$ cat src/rtl/vga_scan_320x240.sv
// rtl/vga_scan_320x240.sv - 640x480 VGA scan generator showing a 320x240 ROM image as 2x2 pixel blocks
module vga_scan_320x240 #(
    parameter int H_VIS = 640,
    parameter int H_FP  = 16,
    parameter int H_SW  = 96,
    parameter int H_BP  = 48,
    parameter int V_VIS = 480,
    parameter int V_FP  = 10,
    parameter int V_SW  = 2,
    parameter int V_BP  = 33
) (
    input  logic       clk,
    input  logic       rst_n,
    output logic [8:0] x,
    output logic [7:0] y,
    input  logic [2:0] dout,
    output logic       vga_hs,
    output logic       vga_vs,
    output logic       vga_blank_n,
    output logic       vga_r,
    output logic       vga_g,
    output logic       vga_b,
    output logic       frame_start
);

    localparam logic [9:0] H_VIS_C  = 10'(H_VIS);
    localparam logic [9:0] H_LAST   = 10'(H_VIS + H_FP + H_SW + H_BP - 1);
    localparam logic [9:0] HS_START = 10'(H_VIS + H_FP);
    localparam logic [9:0] HS_END   = 10'(H_VIS + H_FP + H_SW);
    localparam logic [9:0] V_VIS_C  = 10'(V_VIS);
    localparam logic [9:0] V_LAST   = 10'(V_VIS + V_FP + V_SW + V_BP - 1);
    localparam logic [9:0] VS_START = 10'(V_VIS + V_FP);
    localparam logic [9:0] VS_END   = 10'(V_VIS + V_FP + V_SW);

    logic       pix_en_q, pix_en_d;
    logic [9:0] hcount_q, hcount_d;
    logic [9:0] vcount_q, vcount_d;
    logic       hs_q, hs_d;
    logic       vs_q, vs_d;
    logic       blank_n_q, blank_n_d;
    logic       r_q, r_d;
    logic       g_q, g_d;
    logic       b_q, b_d;
    logic       fs_q, fs_d;
    logic       visible;

    assign visible = (hcount_q < H_VIS_C) && (vcount_q < V_VIS_C);

    // vcount never reaches 512 while visible, so bit 9 is always zero here
    assign x = visible ? hcount_q[9:1] : 9'd0;
    assign y = visible ? vcount_q[8:1] : 8'd0;

    always_comb begin
        pix_en_d = ~pix_en_q;
        hcount_d = hcount_q;
        vcount_d = vcount_q;
        if (pix_en_q) begin
            if (hcount_q == H_LAST) begin
                hcount_d = 10'd0;
                vcount_d = (vcount_q == V_LAST) ? 10'd0 : vcount_q + 10'd1;
            end else begin
                hcount_d = hcount_q + 10'd1;
            end
        end
    end

    // Output stage loads on the pix_en=1 clk, when dout reflects the current counters
    always_comb begin
        hs_d      = hs_q;
        vs_d      = vs_q;
        blank_n_d = blank_n_q;
        r_d       = r_q;
        g_d       = g_q;
        b_d       = b_q;
        fs_d      = pix_en_q && (hcount_q == 10'd0) && (vcount_q == 10'd0);
        if (pix_en_q) begin
            hs_d      = !((hcount_q >= HS_START) && (hcount_q < HS_END));
            vs_d      = !((vcount_q >= VS_START) && (vcount_q < VS_END));
            blank_n_d = visible;
            r_d       = visible & dout[2];
            g_d       = visible & dout[1];
            b_d       = visible & dout[0];
        end
    end

    always_ff @(posedge clk or negedge rst_n) begin
        if (!rst_n) begin
            pix_en_q  <= 1'b0;
            hcount_q  <= 10'd0;
            vcount_q  <= 10'd0;
            hs_q      <= 1'b1;
            vs_q      <= 1'b1;
            blank_n_q <= 1'b0;
            r_q       <= 1'b0;
            g_q       <= 1'b0;
            b_q       <= 1'b0;
            fs_q      <= 1'b0;
        end else begin
            pix_en_q  <= pix_en_d;
            hcount_q  <= hcount_d;
            vcount_q  <= vcount_d;
            hs_q      <= hs_d;
            vs_q      <= vs_d;
            blank_n_q <= blank_n_d;
            r_q       <= r_d;
            g_q       <= g_d;
            b_q       <= b_d;
            fs_q      <= fs_d;
        end
    end

    assign vga_hs      = hs_q;
    assign vga_vs      = vs_q;
    assign vga_blank_n = blank_n_q;
    assign vga_r       = r_q;
    assign vga_g       = g_q;
    assign vga_b       = b_q;
    assign frame_start = fs_q;

endmodule

$ cat config.mk
export PLATFORM = sky130hd
export DESIGN_NAME = vga_scan_320x240
export DESIGN_NICKNAME = d
export VERILOG_FILES = /design/src/rtl/vga_scan_320x240.sv
export SDC_FILE = /design/constraint.sdc
export NUM_CORES = 1
export LEC_CHECK = 0
export CORE_ASPECT_RATIO = 1.75
export CORE_MARGIN = 4
export CORE_UTILIZATION = 36
export DETAILED_ROUTE_END_ITERATION = 6
export GPL_ROUTABILITY_DRIVEN = 1
export GPL_TIMING_DRIVEN = 0
export PLACE_DENSITY = 0.6
export RECOVER_POWER = 25
export SETUP_SLACK_MARGIN = 0.05
export SKIP_CTS_REPAIR_TIMING = 1
export SYNTH_ARGS = -nofsm -noshare
export SYNTH_HDL_FRONTEND = slang
export SYNTH_SLANG_ARGS = --single-unit
$ cat constraint.sdc
create_clock -name clk -period 2 [get_ports clk]
set_clock_uncertainty 0.1 [all_clocks]
set_input_delay 0.4 -clock clk [delete_from_list [all_inputs] [get_ports clk]]
set_output_delay 0.4 -clock clk [all_outputs]
set_load 0.02 [all_outputs]
==> flow_metrics.env, run 1 <==
export IMPL_synthArstFlopShare_pct=100.0
export IMPL_grt_overflow=0
export IMPL_wl_met2_mm=2.307
export IMPL_crit_required_ns=1.50
export IMPL_crit_chain="buf_6 -> o21ai_2 -> and3_4 -> buf_6 -> and2_1 -> buf_4"
export IMPL_p_seq_share_pct=54.4
export IMPL_drv_slew=29
export IMPL_hold_path_class="input port to asynchronous set/reset pin"
export IMPL_status="complete, but fails checks"
export IMPL_io_buffers=28
export IMPL_die_h_um=94.49
export IMPL_grt_use_total_pct=14.23
export IMPL_finalWirelength_mm=4.177
export IMPL_root_buffer="clkbuf_8"
export IMPL_yosys_area_top_type="dfrtp_1"
export IMPL_drc_errors=0
export IMPL_final_antenna_net_count=0
export IMPL_top_regs="hcount_q: 10 flops, vcount_q: 10 flops"
export IMPL_grt_first_pass_wirelength_mm=6.175
export IMPL_hpwl_mm=2.695
export IMPL_clock_latency_ns=0.28
export IMPL_synth_edf_count=0
export IMPL_cts_max_path_buffers=2
export IMPL_cts_clk_slew_worst_paths_ns=0.10
export IMPL_crit_path_end_kind="primary output"
export IMPL_setup_viol=17
export IMPL_fp_coreArea_mm2=0.004150
export IMPL_critPathLaunchType="flop"
export IMPL_setup_slack_ns=-0.06395
export IMPL_stdcell_area_mm2=0.002281
export IMPL_clkPwrFrac_pct=42.7
export IMPL_cap_violations=1
export IMPL_die_area_mm2=0.005426
export IMPL_worst_path_largest_cell_delay_ns=0.38
export IMPL_p_leak_nw=1.017
export IMPL_numCtsBuffers=3
export IMPL_tightest_slew_ns=1.539
export IMPL_cts_sinks=28
export IMPL_arrival_ns=1.56
export IMPL_drt_iter0_markers=30
export IMPL_start_util_pct=37.08
export IMPL_htreeDepth=1
export IMPL_max_freq_mhz=484.5
export IMPL_drive_gt1_share_pct=36.77
export IMPL_netlist_area_mm2=0.001539
export IMPL_area_growth_pct=48.21
export IMPL_io_pins=29
export IMPL_die_x_um=57.43
export IMPL_cp_max_fo=9
export IMPL_synth_seq_cells=28
export IMPL_ys_warn_count=0
export IMPL_fin_crit_sh_pct=103.2
export IMPL_worst_path_max_delay_cell="dfrtp_1"
export IMPL_syn_inst=167
export IMPL_power_density_mw_per_mm2=460.1
export IMPL_grt_max_degree=29
export IMPL_nets=233
export IMPL_diodes=0
export IMPL_intPower_w=0.0008495
export IMPL_avgSynthCellArea_um2=9.215
export IMPL_dr_pass1_iters=4
export IMPL_worst_setup_path_type="flop to primary output"
export IMPL_place_congestion=0.8320
export IMPL_peakVddDrop_v=0.0005684
export IMPL_fin_crit_ns=2.064
export IMPL_synthTopCellsByArea="dfrtp_1 (42%), and2_1 (7.7%), o21ai_0 (4.2%)"
export IMPL_rsz0062_at_grt="true"
export IMPL_grt_pass1_vias=1352
export IMPL_crit_path_frequent_cell="buf_6"
export IMPL_power_frac_comb_pct=3.0
export IMPL_synth_top_area_share_pct=42.28
export IMPL_cts_tree="yes"
export IMPL_preCtsSetupSlack_ns=-0.5468
export IMPL_via_count=1441
export IMPL_yosys_cell_types_count=36
export IMPL_yosysSeqAreaShare_pct=45.69
export IMPL_p_switching_w=0.0002001
export IMPL_synth_nets=176
export IMPL_avgViaCountPerCell=5.298
export IMPL_grt_antenna_before_repair=0
export IMPL_swShare_pct=19.06
export IMPL_avgRoutedWirePerCell_um=15.36
export IMPL_maxUsedRoutingLayer="met4"
export IMPL_route_met3_wl_um=193
export IMPL_placed_cell_area_mm2=0.001881
export IMPL_slew_headroom_pct=-2.633
export IMPL_synthFlopType="dfrtp_1"
export IMPL_num_rows=31
export IMPL_wl_met1_mm=1.594
export IMPL_finalHoldViolCount=0
export IMPL_violations="capacitance limit, slew limit, setup timing"
layer usage:
| layer | up-vias | global-route usage, % |
|---|---|---|
| met3 | 8 | 2.189 |
| met4 | 0 | 5.222 |
| met2 | 38 | 25.85 |
| li1 | 695 | - |
| met5 | - | 0 |
| met1 | 700 | 16.39 |
final cells by class:
type / instances / area [µm²]
Multi-Input combinational cell: 119 / 833.3
Clock buffer: 3 / 41.29
Inverter: 12 / 45.04
Fill cell: 377 / 1869
Timing Repair Buffer: 53 / 493.0
Sequential cell: 28 / 709.4
Buffer: 7 / 67.56
Tap cell: 49 / 61.31
Clock inverter: 1 / 30.03
metrics by stage:
stage	hold WS (ns)	util, %	power (W)	cells	TNS [ns]
2_1_floorplan	0.004409	-	0.0005889	167	0
3_3_place_gp	0.3856	45.31	0.0006145	244	-9.812
3_5_place_dp	0.3847	45.31	0.0006155	244	-12.09
4_1_cts	0.4032	47.03	0.001064	248	-16.08
5_1_grt	0.4302	54.96	0.001082	272	-1.823
6_report	0.3826	54.96	0.001050	272	-0.7249
power by group through the flow:
stage / clock (W) / combinational [W] / sequential, W
after detailed placement: 0 / 0.0000338 / 0.000582
after floorplan: 0 / 0.00000329 / 0.000586
after CTS: 0.000460 / 0.0000339 / 0.000571
after global routing: 0.000476 / 0.0000348 / 0.000571
final: 0.000448 / 0.0000312 / 0.000571
after global placement: 0 / 0.0000330 / 0.000582
cell families after synthesis:
kind of cell               synth area share (%)
and+or+nand+nor                           29.19
xor gates and xnor gates                  3.415
muxes                                     2.764
AOI/OAI and AO/OA                         10.49
adders and majority gates                 3.252
buffers and inverters                     5.203
DFF                                       45.69
worst max-delay path: cells and delay by family, from the launching register on:
kind / cells / cell delay, ns
simple gates: 2 / 0.37
buf+inv: 3 / 0.41
flops: 1 / 0.38
compound gates: 1 / 0.13
worst paths after layout:
| check | from | end | slack (ns) | cells after the start |
|---|---|---|---|---|
| worst max-delay path | hcount_q[7] | y[1] | -0.06 | 6 |
| worst min-delay path | rst_n | vcount_q[4] | 0.38 | 1 |
| worst max register to register | hcount_q[0] | vcount_q[9] | 0.02 | 6 |
| worst min register to register | vga_vs | vga_vs | 0.40 | 2 |
| max in group asynchronous | rst_n | hcount_q[5] | 0.41 | 1 |
| min in group clk | vga_vs | vga_vs | 0.40 | 2 |
synth_stat cells (all sizes together), types with 3 or more instances:
master   n
buf      4
xnor2    4
inv     12
a21oi    4
dfrtp   26
o31ai    3
and3     4
ha       4
nand3    8
nor3     3
clkbuf   4
nand4    8
nor2     6
nand2   17
and2    19
o21ai   13
nor4     3
cell usage in the layout (no fill, tap or decap), types with 2 or more instances in the layout:
| cell | count |
|---|---|
| a21oi_1 | 4 |
| and2_1 | 8 |
| and2_4 | 11 |
| and3_1 | 3 |
| buf_4 | 27 |
| buf_6 | 18 |
| clkbuf_1 | 2 |
| clkbuf_8 | 3 |
| clkdlybuf4s50_1 | 10 |
| dfrtp_1 | 21 |
| dfrtp_2 | 5 |
| dfstp_2 | 2 |
| ha_1 | 3 |
| inv_1 | 12 |
| mux2_2 | 2 |
| mux2i_1 | 2 |
| nand2_1 | 16 |
| nand3_1 | 8 |
| nand4_1 | 8 |
| nor2_1 | 6 |
| nor2b_1 | 2 |
| nor3_1 | 3 |
| nor4_1 | 2 |
| o21ai_0 | 10 |
| o21ai_1 | 2 |
| o22ai_1 | 2 |
| o31ai_1 | 2 |
| or3_1 | 2 |
| xnor2_1 | 4 |
| xor2_1 | 2 |
Power figures use the tool's default switching activity.
==> inputs of run 2 (changes only) <==
--- a/config.mk
+++ b/config.mk
@@ -15,6 +15,7 @@
 export RECOVER_POWER = 25
 export SETUP_SLACK_MARGIN = 0.05
 export SKIP_CTS_REPAIR_TIMING = 1
+export SLEW_MARGIN = 20
 export SYNTH_ARGS = -nofsm -noshare
 export SYNTH_HDL_FRONTEND = slang
 export SYNTH_SLANG_ARGS = --single-unit
==> run 2 against run 1 <==
The run still ends with capacitance limit, slew limit, setup timing left; largest power group unchanged; final cell count unchanged; first-iteration DRC count increased by 53%; critical path depth unchanged; die area unchanged; register-to-register slack got worse by 0.02 ns; via count decreased by 1.7%; hold slack improved by 0.0013 ns; setup slack improved by 0.020 ns; combinational power about the same; largest cell class unchanged; sequential power about the same; final area increased by 0.66%.
==> flow_metrics.env, run 2 (synthesis gave the netlist of run 1 again) <==
export IMPL_status="complete, but fails checks"
export IMPL_violations="capacitance limit, slew limit, setup timing"
export IMPL_start_util_pct=37.08
export IMPL_avgRoutedWirePerCell_um=14.86
export IMPL_max_freq_mhz=489.2
export IMPL_cap_violations=1
export IMPL_drt_iter0_markers=46
export IMPL_cts_tree="yes"
export IMPL_drive_gt1_share_pct=36.77
export IMPL_peakVddDrop_v=0.0003007
export IMPL_clock_latency_ns=0.28
export IMPL_worst_path_largest_cell_delay_ns=0.38
export IMPL_p_seq_share_pct=54.2
export IMPL_crit_chain="buf_6 -> o21ai_2 -> and3_4 -> buf_6 -> and2_1 -> buf_6"
export IMPL_area_growth_pct=49.19
export IMPL_rsz0062_at_grt="true"
export IMPL_cts_clk_slew_worst_paths_ns=0.10
export IMPL_via_count=1417
export IMPL_avgViaCountPerCell=5.210
export IMPL_power_frac_comb_pct=3.0
export IMPL_clkPwrFrac_pct=42.8
export IMPL_r2r_cells=5
export IMPL_grt_antenna_before_repair=0
export IMPL_timing_rr_start="hcount_q[5]"
export IMPL_worst_path_buf_inv=3
export IMPL_crit_path_end_kind="primary output"
export IMPL_io_buffers=28
export IMPL_p_leak_nw=1.019
export IMPL_hold_ws_ns=0.3839
export IMPL_crit_path_frequent_cell="buf_6"
export IMPL_arrival_ns=1.54
export IMPL_setup_slack_ns=-0.04428
export IMPL_final_common_cell="buf_4"
export IMPL_worst_setup_path_type="flop to primary output"
export IMPL_slew_headroom_pct=-3.223
export IMPL_numCtsBuffers=3
export IMPL_grt_max_degree=29
export IMPL_fin_crit_ns=2.044
export IMPL_mostFrequentLayoutCells="buf_4 (23), buf_6 (22), dfrtp_1 (21), nand2_1 (17)"
export IMPL_root_buffer="clkbuf_8"
export IMPL_finalWirelength_mm=4.043
export IMPL_cp_top_family="flip-flops"
export IMPL_stdcell_count=272
export IMPL_place_inst=244
export IMPL_fin_crit_sh_pct=102.2
export IMPL_tightest_slew_ns=1.548
export IMPL_setup_viol=18
export IMPL_fp_coreArea_mm2=0.004150
export IMPL_nets=233
export IMPL_grt_overflow=0
export IMPL_diodes=0
export IMPL_crit_required_ns=1.50
export IMPL_io_pins=29
export IMPL_p_switching_w=0.0002031
export IMPL_cp_max_fo=5
export IMPL_layout_area_seq_um2=709.4
export IMPL_htreeDepth=1
export IMPL_rrSetupSlack_ns=0
export IMPL_die_h_um=94.49
export IMPL_multi_input_area_um2=833.3
export IMPL_die_area_mm2=0.005426
export IMPL_worst_path_max_delay_cell="dfrtp_1"
export IMPL_preCtsSetupSlack_ns=-0.5427
export IMPL_top_regs="hcount_q: 10 flops, vcount_q: 10 flops"
export IMPL_grt_pass1_vias=1329
export IMPL_critPathLaunchType="flop"
export IMPL_grt_use_total_pct=14.28
export IMPL_drc_errors=0
export IMPL_hold_path_class="input port to asynchronous set/reset pin"
export IMPL_dr_pass1_iters=4
export IMPL_cp_depth=6
export IMPL_num_rows=31
export IMPL_finalPower_w=0.001053
export IMPL_die_x_um=57.43
export IMPL_hpwl_mm=2.684
export IMPL_cts_sinks=28
export IMPL_power_density_mw_per_mm2=458.5
export IMPL_swShare_pct=19.30
export IMPL_r2r_end="vcount_q[9]"
export IMPL_place_congestion=0.8320
export IMPL_finalHoldViolCount=0
export IMPL_grt_first_pass_wirelength_mm=6.223
export IMPL_intPower_w=0.0008495
export IMPL_cts_max_path_buffers=2
export IMPL_final_antenna_net_count=0
export IMPL_drv_slew=29
export IMPL_n_fill_cell=377
## run 2: cell types whose count changed in the layout (fill, tap and decap cells not counted)
cell / delta
o21ai_0: -1
a21boi_1: +1
a21boi_0: -1
buf_6: +4
nand2_2: -1
and2_4: +1
o21ai_1: +1
nand2_1: +1
buf_4: -4
and2_1: -1
## run 2: routing by layer
metal | GRT usage, % | part of all wire (%) | vias up
met4 | 5.029 | 0.99 | 0
met5 | 0 | 0 | -
li1 | - | - | 689
met1 | 17.25 | 40 | 694
met2 | 25.28 | 54 | 30
met3 | 2.052 | 4.3 | 4
## run 2: worst register-to-register path: cells and delay by family, from the launching register on
family / cells / cell delay, ns
AOI/OAI and AO/OA: 2 / 0.39
buffers and inverters: 1 / 0.16
DFF: 1 / 0.44
and+or+nand+nor: 2 / 0.84
## run 2: stage by stage
stage               util, %  cell area, µm²  setup TNS [ns]
floorplan                 -            1539               0
global route          55.32            2296          -1.898
global placement      45.31            1881          -9.812
finish                55.32            2296         -0.5168
detailed placement    45.19            1876          -10.14
CTS                   46.91            1947          -15.78
## run 2: how the worst max path moves through the flow
stage / startpoint / to
6_report: hcount_q[7] / x[7]
2_1_floorplan: hcount_q[6] / vcount_q[3]
5_1_grt: hcount_q[7] / x[4]
4_1_cts: hcount_q[7] / y[2]
3_3_place_gp: hcount_q[7] / x[8]
3_5_place_dp: hcount_q[7] / y[2]
## run 2: power groups by stage
stage | Combinational [W] | Sequential [W] | Clock, W
after floorplan | 0.00000329 | 0.000586 | 0
after global placement | 0.0000330 | 0.000582 | 0
after detailed placement | 0.0000328 | 0.000582 | 0
after CTS | 0.0000329 | 0.000571 | 0.000461
after global routing | 0.0000349 | 0.000571 | 0.000479
final | 0.0000313 | 0.000570 | 0.000451
## run 2: layout make-up
class | count | share of cell area (%)
Buffer | 7 | 2.943
Clock buffer | 3 | 1.798
Clock inverter | 1 | 1.308
Inverter | 12 | 1.962
Multi-Input combinational cell | 119 | 36.29
Sequential cell | 28 | 30.90
Tap cell | 49 | 2.670
Timing Repair Buffer | 53 | 22.13
==> inputs of run 3 (changes only) <==
--- a/config.mk
+++ b/config.mk
@@ -11,7 +11,7 @@
 export DETAILED_ROUTE_END_ITERATION = 6
 export GPL_ROUTABILITY_DRIVEN = 1
 export GPL_TIMING_DRIVEN = 0
-export PLACE_DENSITY = 0.6
+export PLACE_DENSITY = 0.58
 export RECOVER_POWER = 25
 export SETUP_SLACK_MARGIN = 0.05
 export SKIP_CTS_REPAIR_TIMING = 1
==> constraint.sdc (replaced) <==
create_clock -name clk -period 2.11 [get_ports clk]
set_clock_uncertainty 0.1 [all_clocks]
set_input_delay 0.422 -clock clk [delete_from_list [all_inputs] [get_ports clk]]
set_output_delay 0.422 -clock clk [all_outputs]
set_load 0.02 [all_outputs]
==> run 3 against run 2 <==
The flow finishes with violations (capacitance limit, slew limit); combinational power fell by 5%; power down 14%; non-clock buffer count fell by 2; register-to-register slack better by 0.14 ns; via count decreased by 1.6%; sequential share of layout area increased by 1.1 points; critical endpoint is now x[4]; largest power group unchanged.
==> flow_metrics.env, run 3 (synthesis gave the netlist of run 1 again) <==
export IMPL_final_common_cell="buf_4"
export IMPL_hpwl_mm=2.656
export IMPL_power_density_mw_per_mm2=409.0
export IMPL_dr_pass1_iters=4
export IMPL_cts_max_path_buffers=2
export IMPL_die_x_um=57.43
export IMPL_finalPower_w=0.0009063
export IMPL_status="complete, but fails checks"
export IMPL_clock_latency_ns=0.27
export IMPL_grt_max_degree=29
export IMPL_grt_first_pass_wirelength_mm=6.023
export IMPL_io_buffers=28
export IMPL_mostFrequentLayoutCells="buf_4 (23), dfrtp_1 (21), buf_6 (20), nand2_1 (17)"
export IMPL_diodes=0
export IMPL_cts_clk_slew_worst_paths_ns=0.10
export IMPL_fp_coreArea_mm2=0.004150
export IMPL_final_antenna_net_count=0
export IMPL_fin_crit_sh_pct=98.57
export IMPL_cap_violations=1
export IMPL_drt_iter0_markers=27
export IMPL_start_util_pct=37.08
export IMPL_peakVddDrop_v=0.0002689
export IMPL_nets=231
export IMPL_cts_tree="yes"
export IMPL_crit_path_end_kind="primary output"
export IMPL_die_h_um=94.49
export IMPL_finalWirelength_mm=3.938
export IMPL_worst_setup_path_type="flop to primary output"
export IMPL_avgRoutedWirePerCell_um=14.59
export IMPL_rsz0062_at_grt="true"
export IMPL_avgViaCountPerCell=5.163
export IMPL_grt_pass1_vias=1282
export IMPL_cp_max_fo=5
export IMPL_grt_antenna_before_repair=0
export IMPL_max_freq_mhz=480.8
export IMPL_grt_use_total_pct=14.07
export IMPL_slew_headroom_pct=-4.936
export IMPL_critPathLaunchType="flop"
export IMPL_n_fill_cell=374
export IMPL_num_rows=31
export IMPL_tightest_slew_ns=1.574
export IMPL_io_pins=29
export IMPL_finalHoldViolCount=0
export IMPL_p_leak_nw=0.9806
export IMPL_arrival_ns=1.56
export IMPL_top_regs="hcount_q: 10 flops, vcount_q: 10 flops"
export IMPL_place_congestion=0.8297
export IMPL_crit_required_ns=1.59
export IMPL_die_area_mm2=0.005426
export IMPL_multi_input_area_um2=812.0
export IMPL_drv_slew=29
export IMPL_numCtsBuffers=3
export IMPL_area_growth_pct=43.98
export IMPL_fin_crit_ns=2.080
export IMPL_drive_gt1_share_pct=35.29
export IMPL_hold_ws_ns=0.3989
export IMPL_cts_sinks=28
export IMPL_grt_overflow=0
export IMPL_layout_area_seq_um2=709.4
export IMPL_drc_errors=0
export IMPL_via_count=1394
export IMPL_root_buffer="clkbuf_8"
export IMPL_htreeDepth=1
export IMPL_setup_viol=0
export IMPL_hold_path_class="flop to flop"
export IMPL_violations="capacitance limit, slew limit"
## run 3: final cells by class
cell class,instances,share of cell area [%]
timing repair buffer,51,21.12
buffer,7,2.936
clock buffer,4,2.484
inverter,12,2.033
tap,49,2.767
sequential,28,32.02
multi-input combinational,119,36.65
## run 3: where the power goes
| group | internal [W] | leakage, nW | total [W] | switching, W |
|---|---|---|---|---|
| combinational | 0.0000118 | 0.603 | 0.0000298 | 0.0000181 |
| clock | 0.000167 | 0.0288 | 0.000336 | 0.000169 |
| sequential | 0.000539 | 0.349 | 0.000541 | 0.00000147 |
| total | 0.000718 | 0.981 | 0.000906 | 0.000188 |
## run 3: per-stage QoR
step	setup slack [ns]	instance area [µm²]	util, %	std cells	setup TNS [ns]
after floorplan	0.2067	1539	-	167	0
after global placement	-0.3950	1881	45.31	244	-6.843
after detailed placement	-0.3971	1876	45.19	244	-7.048
after CTS	-0.7161	1931	46.52	248	-12.63
after global routing	-0.01293	2216	53.39	270	-0.1214
final	0.03024	2216	53.39	270	0
## run 3: per-layer routing
| metal | global-route usage [%] | wire, µm |
|---|---|---|
| met5 | 0 | 0 |
| met1 | 16.75 | 1626 |
| met4 | 4.642 | 80 |
| met3 | 1.642 | 142 |
| met2 | 25.57 | 2087 |
## run 3: worst paths after layout
kind / cells after the start / end / from / slack (ns)
max: 5 / x[4] / vcount_q[7] / 0.03
max in group asynchronous: 1 / hcount_q[8] / rst_n / 0.46
max reg2reg: 6 / vcount_q[3] / hcount_q[7] / 0.14
min: 2 / vga_vs / vga_vs / 0.40
min in group asynchronous: 1 / vcount_q[7] / rst_n / 0.42
min reg2reg: 2 / vga_vs / vga_vs / 0.40
## run 3: critical path, cell delays in order, from the launching register on
cell     delay, ns
dfrtp_1       0.42
nand4_1       0.18
and3_4        0.26
buf_6         0.13
and2_1        0.15
buf_4         0.15
